<file path="src/rtl/ysyx_25020047_lsu_ctrl.sv">
// Load/store sequencer between execute and the data-memory port.
// Accepts one op, issues a single bus request, waits for the response
// (with timeout), aligns byte lanes, and holds the result until writeback.
module ysyx_25020047_lsu_ctrl #(
  parameter int unsigned TIMEOUT_CYCLES = 255,
  parameter int unsigned CNT_W          = 8
) (
  input  logic        clk,
  input  logic        rst_n,
  input  logic        in_valid,
  output logic        in_ready,
  input  logic        in_read,
  input  logic        in_write,
  input  logic [1:0]  in_size,
  input  logic [31:0] in_addr,
  input  logic [31:0] in_wdata,
  output logic        out_valid,
  input  logic        out_ready,
  output logic [31:0] out_rdata,
  output logic        out_err,
  output logic        mem_req_valid,
  input  logic        mem_req_ready,
  output logic [31:0] mem_req_addr,
  output logic        mem_req_wen,
  output logic [31:0] mem_req_wdata,
  output logic [3:0]  mem_req_wstrb,
  input  logic        mem_resp_valid,
  output logic        mem_resp_ready,
  input  logic [31:0] mem_resp_rdata,
  input  logic        mem_resp_err
);

  typedef enum logic [1:0] {IDLE, REQ, RESP, DONE} state_e;

  state_e           state_q;
  logic [1:0]       lane_q;   // byte offset of the access within the word
  logic             word_q;   // 1 = word access, 0 = byte access
  logic             read_q;   // op is a load
  logic [CNT_W-1:0] cnt_q;    // cycles spent in RESP without a response

  logic             size_word;
  logic             dec_err;
  logic [CNT_W-1:0] cnt_d;
  logic             timeout_hit;
  logic [31:0]      load_data;

  assign in_ready  = (state_q == IDLE);
  assign size_word = (in_size == 2'b10);

  // Illegal combinations are rejected before touching the bus.
  assign dec_err = (in_read & in_write)
                 | (in_size[0] == 1'b1)
                 | (size_word & (in_addr[1:0] != 2'b00));

  assign cnt_d       = cnt_q + 1'b1;
  assign timeout_hit = (cnt_d == CNT_W'(TIMEOUT_CYCLES));

  // Select the load result: full word, or the addressed byte zero-extended.
  always_comb begin
    load_data = mem_resp_rdata;
    if (!word_q) begin
      case (lane_q)
        2'd0:    load_data = {24'h0, mem_resp_rdata[7:0]};
        2'd1:    load_data = {24'h0, mem_resp_rdata[15:8]};
        2'd2:    load_data = {24'h0, mem_resp_rdata[23:16]};
        default: load_data = {24'h0, mem_resp_rdata[31:24]};
      endcase
    end
  end

  // Sequencer FSM; all bus and result outputs are registered here.
  always_ff @(posedge clk or negedge rst_n) begin
    if (!rst_n) begin
      state_q        <= IDLE;
      lane_q         <= 2'b00;
      word_q         <= 1'b0;
      read_q         <= 1'b0;
      cnt_q          <= '0;
      out_valid      <= 1'b0;
      out_rdata      <= 32'h0;
      out_err        <= 1'b0;
      mem_req_valid  <= 1'b0;
      mem_req_addr   <= 32'h0;
      mem_req_wen    <= 1'b0;
      mem_req_wdata  <= 32'h0;
      mem_req_wstrb  <= 4'h0;
      mem_resp_ready <= 1'b0;
    end else begin
      case (state_q)
        IDLE: begin
          if (in_valid) begin
            lane_q <= in_addr[1:0];
            word_q <= size_word;
            read_q <= in_read;
            if (dec_err) begin
              state_q   <= DONE;
              out_valid <= 1'b1;
              out_err   <= 1'b1;
              out_rdata <= 32'h0;
            end else if (!in_read && !in_write) begin
              state_q   <= DONE;
              out_valid <= 1'b1;
              out_err   <= 1'b0;
              out_rdata <= 32'h0;
            end else begin
              state_q       <= REQ;
              mem_req_valid <= 1'b1;
              mem_req_addr  <= {in_addr[31:2], 2'b00};
              mem_req_wen   <= in_write;
              if (in_write) begin
                mem_req_wstrb <= size_word ? 4'hF : (4'b0001 << in_addr[1:0]);
                mem_req_wdata <= size_word ? in_wdata : {4{in_wdata[7:0]}};
              end else begin
                mem_req_wstrb <= 4'h0;
                mem_req_wdata <= 32'h0;
              end
            end
          end
        end
        REQ: begin
          if (mem_req_ready) begin
            state_q        <= RESP;
            mem_req_valid  <= 1'b0;
            mem_resp_ready <= 1'b1;
            cnt_q          <= '0;
          end
        end
        RESP: begin
          // A response in the limit cycle takes priority over the timeout.
          if (mem_resp_valid) begin
            state_q        <= DONE;
            mem_resp_ready <= 1'b0;
            out_valid      <= 1'b1;
            out_err        <= mem_resp_err;
            out_rdata      <= (mem_resp_err || !read_q) ? 32'h0 : load_data;
          end else if (timeout_hit) begin
            state_q        <= DONE;
            mem_resp_ready <= 1'b0;
            out_valid      <= 1'b1;
            out_err        <= 1'b1;
            out_rdata      <= 32'h0;
            cnt_q          <= cnt_d;
          end else begin
            cnt_q <= cnt_d;
          end
        end
        DONE: begin
          if (out_ready) begin
            state_q   <= IDLE;
            out_valid <= 1'b0;
            out_err   <= 1'b0;
            out_rdata <= 32'h0;
          end
        end
        default: state_q <= IDLE;
      endcase
    end
  end

endmodule

</file>
<file path="config.mk">
export PLATFORM = sky130hd
export DESIGN_NAME = ysyx_25020047_lsu_ctrl
export DESIGN_NICKNAME = d
export VERILOG_FILES = /design/src/rtl/ysyx_25020047_lsu_ctrl.sv
export SDC_FILE = /design/constraint.sdc
export NUM_CORES = 1
export LEC_CHECK = 0
export CELL_PAD_IN_SITES_DETAIL_PLACEMENT = 1
export CELL_PAD_IN_SITES_GLOBAL_PLACEMENT = 1
export CORE_MARGIN = 5
export CORE_UTILIZATION = 30
export CTS_CLUSTER_DIAMETER = 120
export DETAILED_ROUTE_END_ITERATION = 12
export PLACE_DENSITY_LB_ADDON = 0.1
export SETUP_SLACK_MARGIN = 0.02
export SYNTH_ARGS = -nofsm -noshare
export SYNTH_HDL_FRONTEND = slang
export SYNTH_SLANG_ARGS = --single-unit
</file>
<file path="constraint.sdc">
create_clock -name clk -period 4.9 [get_ports clk]
set_input_delay 0.98 -clock clk [delete_from_list [all_inputs] [get_ports clk]]
set_output_delay 0.98 -clock clk [all_outputs]
set_load 0.02 [all_outputs]
</file>
==> out/metrics.cfg, run 1 <==
[cts]
clock_tree.root_cell = clkbuf_16
clock_input_transition_at_the_sequential_cells_of_the_worst_setup_and_hold_paths_ps = 60
ctsResizeCount = 0
worst_skew_pair.late_latency_ps = 410
cts-buffers-inserted = 17
postCtsSetupRepairBufs = 0
cts_tree = yes
clock-sinks = 117
cts_hold_buffers_added = 0
htree_num_levels = 4
clockBufferDepth = 2

[worst_setup_path]
r2r.worst_path.cells = 6
setup.worst_path.class = in2reg
critical_path.n_buffers_inverters = 1
timing.critical_path.from_type = input port
cp.arrival_ps = 3570
r2r_setup_slack_ps = 1790
critical_path.max_stage_delay_ps = 820
r2r-end = out_rdata[20]
path_cells = clkdlybuf4s50_1, nand4_1, a2111oi_4, and2_1, a22o_1
crit_start = mem_resp_valid
timing.critical_path.required_ps = 5250
rr_startpoint = state_q[0]
worstSetupEndpointType = flop
worst_path_dominant_cell_family = simple AND/OR/NAND/NOR gates
critical-path-slowest-cell = and2_1
cp_max_fo = 24

[power_and_ir_drop]
leakagePower_nw = 3.69
pwr-share-comb_pct = 39.9
power_per_cell_area_mw_per_mm2 = 567
power_switching_share_pct = 35.8
power_switching_mw = 1.69
p_int_mw = 3.04
seqPwrFrac_pct = 32.5
ir_drop_mv = 0.301
clockPowerShare_pct = 27.6

[min_path]
min_path_cells = 2
hp-class = reg2reg
worstHoldEndpoint = mem_req_wdata[31]
min_from = mem_req_wdata[31]

[routing]
routed-wl-met2_um = 9190
dr_wl_met3_um = 1400
dr.pass1.iters = 4
routedWlPerCell_um = 18.7
detail_route_antenna_nets = 0
drt-vias-per-instance = 4.86
highest-signal-layer = met4
detailedRoute.firstIterationViolations = 199
route.vias.total = 4774
detailed_route_wl_um = 18300
drcViolationCount = 0
m1WireLength_um = 7450

[floorplan]
row_count = 49
floorplan.io_pins = 213
die_width_um = 145
floorplan.die_area_sq_mm = 0.0210
die_h_um = 145
floorplan.core_area_sq_mm = 0.0180
floorplan.initialDensity_pct = 30.4

[placed_design]
buffer_ports.inserted = 210
gp_congestion = 0.815
placed_cells_incl_taps = 953
hpwlAfterDp_um = 13700

[synthesis]
yosysTopAreaCellShare_pct = 53.6
number_of_register_bits_inferred_by_synthesis = 117
post_synth.cell_area_avg_sq_um = 10.0
synth_enable_flop_cells = 0
yosysUniqueCellTypes = 41
synth.yosys.seq_area_share_pct = 53.6
yosys.area.top_type = dfrtp_1
async_flop_share_pct = 100
synth-warning-count = 0
post_synth_main_area_contributors = dfrtp_1, nand2_1, mux2_2
postSynth.topFlopCell = dfrtp_1
synth.cell_area_sq_mm = 0.00547
syn_inst = 544

[grt]
grt_antenna_before_repair = 0
first_global_vias = 5234
grt_max_degree = 87
global_route_wire_length_before_repair_um = 29600
grt_overflow = 0
aggregate_global_route_resource_usage_pct = 17.5

[final_layout]
areaGrowthSynthToFinish_pct = 52.6
layout.cells.non_filler = 983
mostFrequentLayoutCells = clkdlybuf4s50_1, nand2_1, dfrtp_1
finalNetCount = 857
mostFrequentLayoutCell = clkdlybuf4s50_1
seq_area_sq_mm = 0.00293
post_route_cells_drive_above_1_share_pct = 11.1
antenna-diode-count = 0
area_of_the_multi_input_gates_sq_mm = 0.00232
fill_cells = 1977

[sta]
report.final.slew_viol_count = 0
max_clock_freq_mhz = 310
slew_headroom_pct = 26.0
grt_setup_unrepaired = false
tightest_slew_ps = 1110
tns_ps = 0
layout_min_cycle_time_ps = 3230
fin_crit_share_pct = 65.9
finalClockSkew_ps = 10.6
timing.final.hold_violations = 0
setup_viol = 0

[flow_run]
drv_cap = 0

[outcome]
outcome = complete, no violations

==> worst reg2reg max path: stages (launching register included) <==
cell       delay, ps
dfrtp_1          410
inv_1            120
ha_1             570
nand4_1          260
a2111oi_4        590
and2_1           830
a22o_1           260
==> synthesized netlist by cell type (all sizes together), types with 2 or more instances <==
cell	n
nand2	140
a21oi	14
nor2	20
a22o	32
nand4	3
dfrtp	117
a31oi	2
nand3	3
o21ai	54
a21o	3
nor3b	3
mux2i	10
clkbuf	26
o221ai	9
ha	7
nand4b	2
inv	15
nor2b	7
and2	3
nor3	4
mux2	41
buf	10
nand2b	6
==> sequential cells by signal (all words and copies together), names as in the netlist <==
name and cells:
mem_resp_ready 1, out_err 1, mem_req_wdata 32, mem_req_wen 1, mem_req_addr 30, cnt_q 8
read_q 1, state_q 2, out_rdata 32, out_valid 1, mem_req_valid 1, lane_q 2
word_q 1, mem_req_wstrb 4
==> metrics by stage <==
stage               power (mW)  util (%)  hold WS [ps]  setup WS, ps  area (sq um)
detailed placement        3.46      43.0           473          1250          7730
finish                    4.73      46.4           479          1670          8340
floorplan                 2.50         -           480          2510          5470
CTS                       4.81      46.4           488          1660          8340
global route              5.00      46.4           504          1440          8340
global placement          3.40      43.0           464          1360          7730
==> power by group through the flow <==
stage                     clock network, mW  logic (mW)  registers [mW]
after floorplan                           0       0.683            1.81
after global placement                    0        1.87            1.53
after detailed placement                  0        1.91            1.55
after CTS                              1.34        1.92            1.54
after global routing                   1.39        2.03            1.58
final                                  1.31        1.89            1.54
==> worst max-delay path by stage <==
stage | to | cells past startpoint | slack [ps]
after CTS | out_rdata[20] | 5 | 1660
after floorplan | out_err | 5 | 2510
after global placement | out_rdata[29] | 5 | 1360
after global routing | out_rdata[16] | 5 | 1440
final | out_rdata[20] | 5 | 1670
after detailed placement | out_rdata[20] | 5 | 1250
==> cells by family after synthesis <==
logic type / after synthesis / synth area share [%]
buf+inv: 51 / 4.10
other cells: 1 / 0.0686
xor+xnor: 1 / 0.160
flops: 117 / 53.6
mux: 51 / 10.3
simple gates: 193 / 14.9
compound gates: 123 / 15.3
fa+ha+maj: 7 / 1.60
==> routing by layer <==
| metal | GRT usage [%] | vias up |
|---|---|---|
| li1 | - | 2265 |
| met1 | 20.4 | 2357 |
| met2 | 29.6 | 129 |
| met3 | 7.08 | 23 |
| met4 | 5.23 | 0 |
| met5 | 0 | - |
==> final cells by class <==
cell class              count  share of cell area (%)
flip-flops and latches    117                    35.1
clock inverters            10                    1.86
repair buffers            215                    25.6
multi-input cells         377                    27.8
inverters                  15                   0.675
well taps                 229                    3.44
clock buffers              20                    5.48
No activity file was read; power rests on OpenSTA's default activity.
==> inputs of run 2 (changes only) <==
Clock period 4.9 ns to 3.3 ns, I/O delays scaled along.
==> out/metrics.cfg, run 2 (same netlist as run 1, synthesis figures left out) <==
[outcome]
outcome = complete, no violations

[grt]
grt_overflow = 0
grt_antenna_before_repair = 0
first_global_vias = 5331
grt_max_degree = 80
global_route_wire_length_before_repair_um = 29900
aggregate_global_route_resource_usage_pct = 17.6

[routing]
detail_route_antenna_nets = 0
drt-vias-per-instance = 4.73
drcViolationCount = 0
detailed_route_wl_um = 18000
routedWlPerCell_um = 18.1
route.vias.total = 4695
detailedRoute.firstIterationViolations = 186
dr.pass1.iters = 4

[power_and_ir_drop]
power_switching_mw = 2.54
power_switching_share_pct = 36.3
clockPowerShare_pct = 27.8
p_int_mw = 4.47
pwr-share-comb_pct = 39.8
ir_drop_mv = 0.393
power_per_cell_area_mw_per_mm2 = 831
seqPwrFrac_pct = 32.5
leakagePower_nw = 3.74

[cts]
cts_hold_buffers_added = 0
worst_skew_pair.late_latency_ps = 420
cts_tree = yes
clock-sinks = 117
ctsResizeCount = 0
htree_num_levels = 4
clockBufferDepth = 2
clock_input_transition_at_the_sequential_cells_of_the_worst_setup_and_hold_paths_ps = 60
clock_tree.root_cell = clkbuf_16
postCtsSetupRepairBufs = 0
cts-buffers-inserted = 17

[worst_setup_path]
cp_max_fo = 7
cp.arrival_ps = 1950
critical_path.max_stage_delay_ps = 680
setup.worst_path.class = reg2out
worstSetupEndpointType = output pin
path_cells = inv_1, ha_1, clkdlybuf4s50_1
timing.critical_path.required_ps = 2640
timing.critical_path.from_type = flop
worst_path_dominant_cell_family = buffers and inverters
critical-path-slowest-cell = clkdlybuf4s50_1
critical_path.n_buffers_inverters = 2

[min_path]
hp-class = in2async

[placed_design]
gp_congestion = 0.807
placed_cells_incl_taps = 960
buffer_ports.inserted = 210
placedInstanceArea_sq_mm = 0.00782
hpwlAfterDp_um = 13600
dp_slack_ps = 545

[floorplan]
row_count = 49
floorplan.die_area_sq_mm = 0.0210
die_width_um = 145
floorplan.core_area_sq_mm = 0.0180
floorplan.initialDensity_pct = 30.4
die_h_um = 145
floorplan.io_pins = 213

[sta]
report.final.slew_viol_count = 0
setup_viol = 0
tightest_slew_ps = 1080
layout_min_cycle_time_ps = 2610
tns_ps = 0
timing.final.hold_violations = 0
postLayoutSetupSlackWorst_ps = 685
grt_setup_unrepaired = false
max_clock_freq_mhz = 382
fin_crit_share_pct = 79.2
finalClockSkew_ps = 9.86
slew_headroom_pct = 28.0

[final_layout]
post_route_cells_drive_above_1_share_pct = 12.3
fill_cells = 1964
top_regs = mem_req_wdata x32, out_rdata x32, mem_req_addr x30
seq_area_sq_mm = 0.00293
areaGrowthSynthToFinish_pct = 54.4
mostFrequentLayoutCell = clkdlybuf4s50_1
finalNetCount = 864
area_of_the_multi_input_gates_sq_mm = 0.00232
mostFrequentLayoutCells = clkdlybuf4s50_1, nand2_1, dfrtp_1
antenna-diode-count = 0
fin_area_sq_mm = 0.00844
layout.cells.non_filler = 992

[flow_run]
drv_cap = 0

## run 2: cell count changes in the layout (fill, tap and decap cells not counted), sizes merged
cell      delta
clkinvlp     +1
clkinv       -1
clkbuf       -1
bufinv       -1
buf          +7
inv          +4
## run 2: metrics by stage
step           utilization (%)  hold WS [ps]  power, mW
2_1_floorplan                -           364       3.71
3_3_place_gp              43.5           462       5.05
3_5_place_dp              43.5           471       5.13
4_1_cts                   47.0           236       7.14
5_1_grt                   47.0           260       7.45
6_report                  47.0           219       7.02
## run 2: cell type report
cell class / instances / area share, %
clock inverter: 13 / 2.02
tap: 229 / 3.39
multi-input combinational: 377 / 27.5
timing repair buffer: 222 / 26.4
inverter: 15 / 0.667
clock buffer: 19 / 5.37
sequential: 117 / 34.7
## run 2: power by group through the flow
stage                     clock network, mW  logic [mW]  registers, mW
after floorplan                           0        1.01           2.69
after global placement                    0        2.78           2.28
after detailed placement                  0        2.83           2.31
after CTS                              2.00        2.84           2.29
after global routing                   2.07        3.02           2.36
final                                  1.95        2.79           2.28
## run 2: routing by layer
layer	track usage (%)	routed length [um]
met2	29.9	8910
met4	5.37	330
met5	0	0
met3	7.42	1320
met1	20.3	7420
## run 2: final timing paths
path                                        from               end  slack [ps]  cells past startpoint
worst min-delay path                       rst_n          cnt_q[4]         220                      1
max in group asynchronous                  rst_n         lane_q[0]        2220                      2
min in group clk                mem_req_wdata[8]  mem_req_wdata[8]         480                      2
worst max-delay path                  state_q[0]          in_ready         690                      3
worst max register to register        state_q[0]     out_rdata[31]         740                      7
worst min register to register  mem_req_wdata[8]  mem_req_wdata[8]         480                      2
==> inputs of run 3 (changes only) <==
Settings changed: CORE_UTILIZATION 30 to 29.
Clock period 3.3 ns to 2.3 ns, I/O delays scaled along.
==> out/metrics.cfg, run 3 (same netlist as run 1, synthesis figures left out) <==
[grt]
grt_antenna_before_repair = 0
grt_max_degree = 49
first_global_vias = 5357
global_route_wire_length_before_repair_um = 29500
aggregate_global_route_resource_usage_pct = 17.1
grt_overflow = 0

[final_layout]
mostFrequentLayoutCell = clkdlybuf4s50_1
areaGrowthSynthToFinish_pct = 57.2
layout.cells.non_filler = 1011
antenna-diode-count = 0
fin_area_sq_mm = 0.00859
post_route_cells_drive_above_1_share_pct = 13.8
final_core_util_pct = 46.1
mostFrequentLayoutCells = clkdlybuf4s50_1, nand2_1, dfrtp_1
top_regs = mem_req_wdata x32, out_rdata x32, mem_req_addr x30
finalNetCount = 878

[sta]
layout_min_cycle_time_ps = 2120
fin_crit_share_pct = 92.3
slew_headroom_pct = 52.3
max_clock_freq_mhz = 471
report.final.slew_viol_count = 0
timing.final.hold_violations = 0
finalClockSkew_ps = 5.19
grt_setup_unrepaired = false
postLayoutSetupSlackWorst_ps = 177
tightest_slew_ps = 715
fin_hold_ws_ps = 14.5
setup_viol = 0
tns_ps = 0

[flow_run]
drv_cap = 0

[routing]
detailed_route_wl_um = 18500
highest-signal-layer = met4
drt-vias-per-instance = 4.80
drcViolationCount = 0
routed-wl-met2_um = 8960
m1WireLength_um = 7940
route.vias.total = 4851
routedWlPerCell_um = 18.3
detail_route_antenna_nets = 0
detailedRoute.firstIterationViolations = 139
dr.pass1.iters = 4
dr_wl_met3_um = 1390

[worst_setup_path]
r2r_setup_slack_ps = 200
setup.worst_path.class = reg2out
timing.critical_path.required_ps = 1840
worstSetupEndpointType = output pin
cp.arrival_ps = 1660
timing.critical_path.from_type = flop
rr_startpoint = state_q[0]
worst_path_dominant_cell_family = buffers and inverters
path_cells = inv_1, ha_1, dlygate4sd2_1
crit_path_end = in_ready
cp_max_fo = 7
r2r.worst_path.cells = 6
critical-path-slowest-cell = dfrtp_1
crit_start = state_q[1]
critical_path_depth = 3
r2r-end = out_err
critical_path.n_buffers_inverters = 2
critical_path.max_stage_delay_ps = 400

[floorplan]
floorplan.core_area_sq_mm = 0.0186
floorplan.initialDensity_pct = 29.3
floorplan.die_area_sq_mm = 0.0217
die_h_um = 147
die_width_um = 147
row_count = 50
floorplan.io_pins = 213

[cts]
clockBufferDepth = 2
worst_skew_pair.late_latency_ps = 410
clock_input_transition_at_the_sequential_cells_of_the_worst_setup_and_hold_paths_ps = 60
cts_tree = yes
postCtsSetupRepairBufs = 0
cts_hold_buffers_added = 0
clock-sinks = 117
clock_tree.root_cell = clkbuf_16
htree_num_levels = 4
cts-buffers-inserted = 17

[placed_design]
gp_congestion = 0.763
buffer_ports.inserted = 210
placed_cells_incl_taps = 979
placedInstanceArea_sq_mm = 0.00798
hpwlAfterDp_um = 13900
dp_slack_ps = -46.4

[power_and_ir_drop]
power_switching_share_pct = 36.2
pwr-share-comb_pct = 40.8
seqPwrFrac_pct = 31.9
clockPowerShare_pct = 27.3
post-layout-total-power_mw = 10.2
p_int_mw = 6.50
power_switching_mw = 3.69
ir_drop_mv = 0.547
power_per_cell_area_mw_per_mm2 = 1190
leakagePower_nw = 3.82

[min_path]
hp-class = in2async

[outcome]
outcome = complete, no violations

[run 3: worst min path at each step]
| stage | start | to | depth (start not counted) |
|---|---|---|---|
| global placement | rst_n | cnt_q[4] | 1 |
| global route | rst_n | cnt_q[2] | 1 |
| detailed placement | rst_n | cnt_q[4] | 1 |
| floorplan | rst_n | cnt_q[0] | 0 |
| finish | rst_n | cnt_q[3] | 1 |
| CTS | rst_n | cnt_q[4] | 1 |
[run 3: power groups by stage]
stage / Combinational, mW / Clock [mW] / Sequential, mW
after detailed placement: 4.21 / 0 / 3.29
after global placement: 4.13 / 0 / 3.24
after CTS: 4.23 / 2.84 / 3.26
after global routing: 4.47 / 2.96 / 3.36
after floorplan: 1.45 / 0 / 3.86
final: 4.15 / 2.78 / 3.25
[run 3: routing by layer]
layer | GRT usage (%) | vias to the layer above
met1 | 21.0 | 2387
li1 | - | 2303
met2 | 28.4 | 147
met5 | 0 | -
met4 | 3.82 | 0
met3 | 6.76 | 14
[run 3: layout make-up]
cell class	instances	area, sq um
tap	234	293
multi-input combinational	377	2320
sequential	117	2930
clock buffer	19	443
inverter	15	56.3
timing repair buffer	236	2380
clock inverter	13	171
fill	2046	10100
[run 3: what timing repair did]
item | 4_1_cts | 5_1_grt
endpoints found under the setup margin | 1 | 0
endpoints found under the hold margin | 0 | 0
resized for setup | 1 | 0
==> variant (flow settings as in run 2) <==
Reset style: synchronous (`rst_n`), changed in one clocked block.
--- a/src/rtl/ysyx_25020047_lsu_ctrl.sv
+++ b/src/rtl/ysyx_25020047_lsu_ctrl.sv
@@ -70,5 +70,5 @@
 
   // Sequencer FSM; all bus and result outputs are registered here.
-  always_ff @(posedge clk or negedge rst_n) begin
+  always_ff @(posedge clk) begin
     if (!rst_n) begin
       state_q        <= IDLE;
Function: differs if rst_n is asserted again (counterexample within 4 cycles, from zero or initial values and one cycle with rst_n low); with rst_n held inactive, the same outputs for 4 cycles.
==> variant against run 2 <==
Area after synthesis rose by 3.7%. Synthesized cell count rose by 31%. Wire length rose by 18%. Setup slack improved by 0.012 ns. Non-clock buffer count rose by 1. Sequential cell count did not move. Design area rose by 1.5%. Largest cell class is now multi-input combinational cells. Highest routed layer is now met5.
Power is not compared: it rests on default switching activity, and its combinational part moved more than twofold at a synthesized area within 25%.
==> variant: results (changes against run 2) <==
| Metric | Value |
|---|---|
| Nets@finish | `1005 (+16%)` |
| Type of the most critical hold path | `flop to flop` |
| All-Layer GR Usage | `19.5% (+1.9 points)` |
| Outcome | `finished, final reports clean` |
| Largest net degree at the start of global routing | `70 (-13%)` |
| Main synth FF type | `dfxtp_1` |
| Register area share after synthesis | `41.3% (-12 points)` |
| Reg2Reg Capture Point | `out_rdata[2]$_SDFFE_PN0P_` |
| Top cells by count, synth | `nand2_1 (121), dfxtp_1 (117), nand3_1 (113), a21oi_1 (88), clkbuf_1 (44)` |
| Post-DR vias/cell | `5.26 (+11%)` |
| Global-route wire length before repair | `34.4 mm (+15%)` |
| Initial antenna violation count | `1 (+1)` |
| R2R Setup Slk | `0.82 ns (+0.08 ns)` |
| Least-Margin Pin Slew | `0.844 ns (-0.236 ns)` |
| Synth top area share | `41.3% (-12 points)` |
| WL per Instance | `18.7 um (+3.2%)` |
| Dominant cells by area after synthesis | `dfxtp_1 (41%), nand3_1 (10%), nand2_1 (8.0%), a21oi_1 (7.8%), mux2_2 (6.4%)` |
| Clock skew | `0.0102 ns (+0.000289 ns)` |
| Fillers | `2209 (+12%)` |
| Unique cell type count in the Yosys netlist | `55 (+34%)` |
| CTS max path bufs | `2 (unchanged)` |
| Fin Hold WS | `0.452 ns (+0.233 ns)` |
| 1st-iter DRT viols | `222 (+19%)` |
| Routability cong. | `0.768 (-4.9%)` |
| Share of cells above drive strength 1 | `9.85% (-2.5 points)` |
| Post-synth top area cell | `dfxtp_1` |
[variant: cell types whose count changed after synthesis, sizes merged, moves of 28 or more]
cell,before,now
a21oi,14,88
a22o,32,0
dfrtp,117,0
dfxtp,0,117
nand3,3,113
o21ai,54,26
[variant: metrics by stage]
stage | util [%] | power (W) | std cells
after floorplan | - | 0.00226 | 714
after global placement | 42.5 | 0.00267 | 1106
after detailed placement | 42.5 | 0.00269 | 1106
after CTS | 46.0 | 0.00476 | 1138
after global routing | 46.0 | 0.00493 | 1138
final | 46.0 | 0.00472 | 1138
[variant: critical path, stage by stage, from the launching register on]
cell and delay [ns]:
dfxtp_1 0.35, inv_1 0.10, ha_1 0.37, clkdlybuf4s50_1 0.70
[variant: cell type report]
type / instances / area (sq um) / area share (%)
inverter: 8 / 30.0 / 0.350
clock inverter: 12 / 201 / 2.35
sequential: 117 / 2340 / 27.3
timing repair buffer: 223 / 2220 / 25.9
multi-input combinational: 524 / 3040 / 35.4
clock buffer: 20 / 447 / 5.21
tap: 234 / 293 / 3.42
[variant: worst max path at each step]
stage / startpoint / to / slack (ns) / cells after the start
2_1_floorplan: state_q[0]$_SDFFE_PN0P_ / out_valid$_SDFFE_PN0P_ / 0.94 / 9
3_3_place_gp: in_valid / mem_req_addr[8]$_SDFFE_PN0P_ / 0.43 / 6
3_5_place_dp: in_valid / mem_req_addr[27]$_SDFFE_PN0P_ / 0.41 / 6
4_1_cts: state_q[1]$_SDFFE_PN0P_ / in_ready / 0.65 / 3
5_1_grt: state_q[0]$_SDFFE_PN0P_ / in_ready / 0.60 / 3
6_report: state_q[0]$_SDFFE_PN0P_ / in_ready / 0.70 / 3
[variant: logic make-up after synthesis]
family | count (synthesis) | synth area share, %
xor+xnor | 2 | 0.309
mux | 32 | 6.36
other cells | 1 | 0.0662
flops | 117 | 41.3
simple gates | 302 | 25.2
buf+inv | 73 | 5.43
fa+ha+maj | 7 | 1.55
compound gates | 179 | 19.7
[variant: per-layer routing]
layer	vias to the layer above	routed length (um)	part of all wire [%]	GRT usage, %
li1	2904	-	-	-
met1	2901	9130	43	23.2
met2	164	10300	48	33.2
met3	17	1660	7.8	7.36
met4	2	217	1.0	4.89
met5	-	12	0.056	0
[variant: power groups by stage]
stage	clock (W)	sequential (W)	combinational [W]
final	0.00205	0.00154	0.00112
after global routing	0.00215	0.00155	0.00123
after CTS	0.00210	0.00154	0.00112
after detailed placement	0	0.00157	0.00112
after global placement	0	0.00157	0.00110
after floorplan	0	0.00160	0.000664
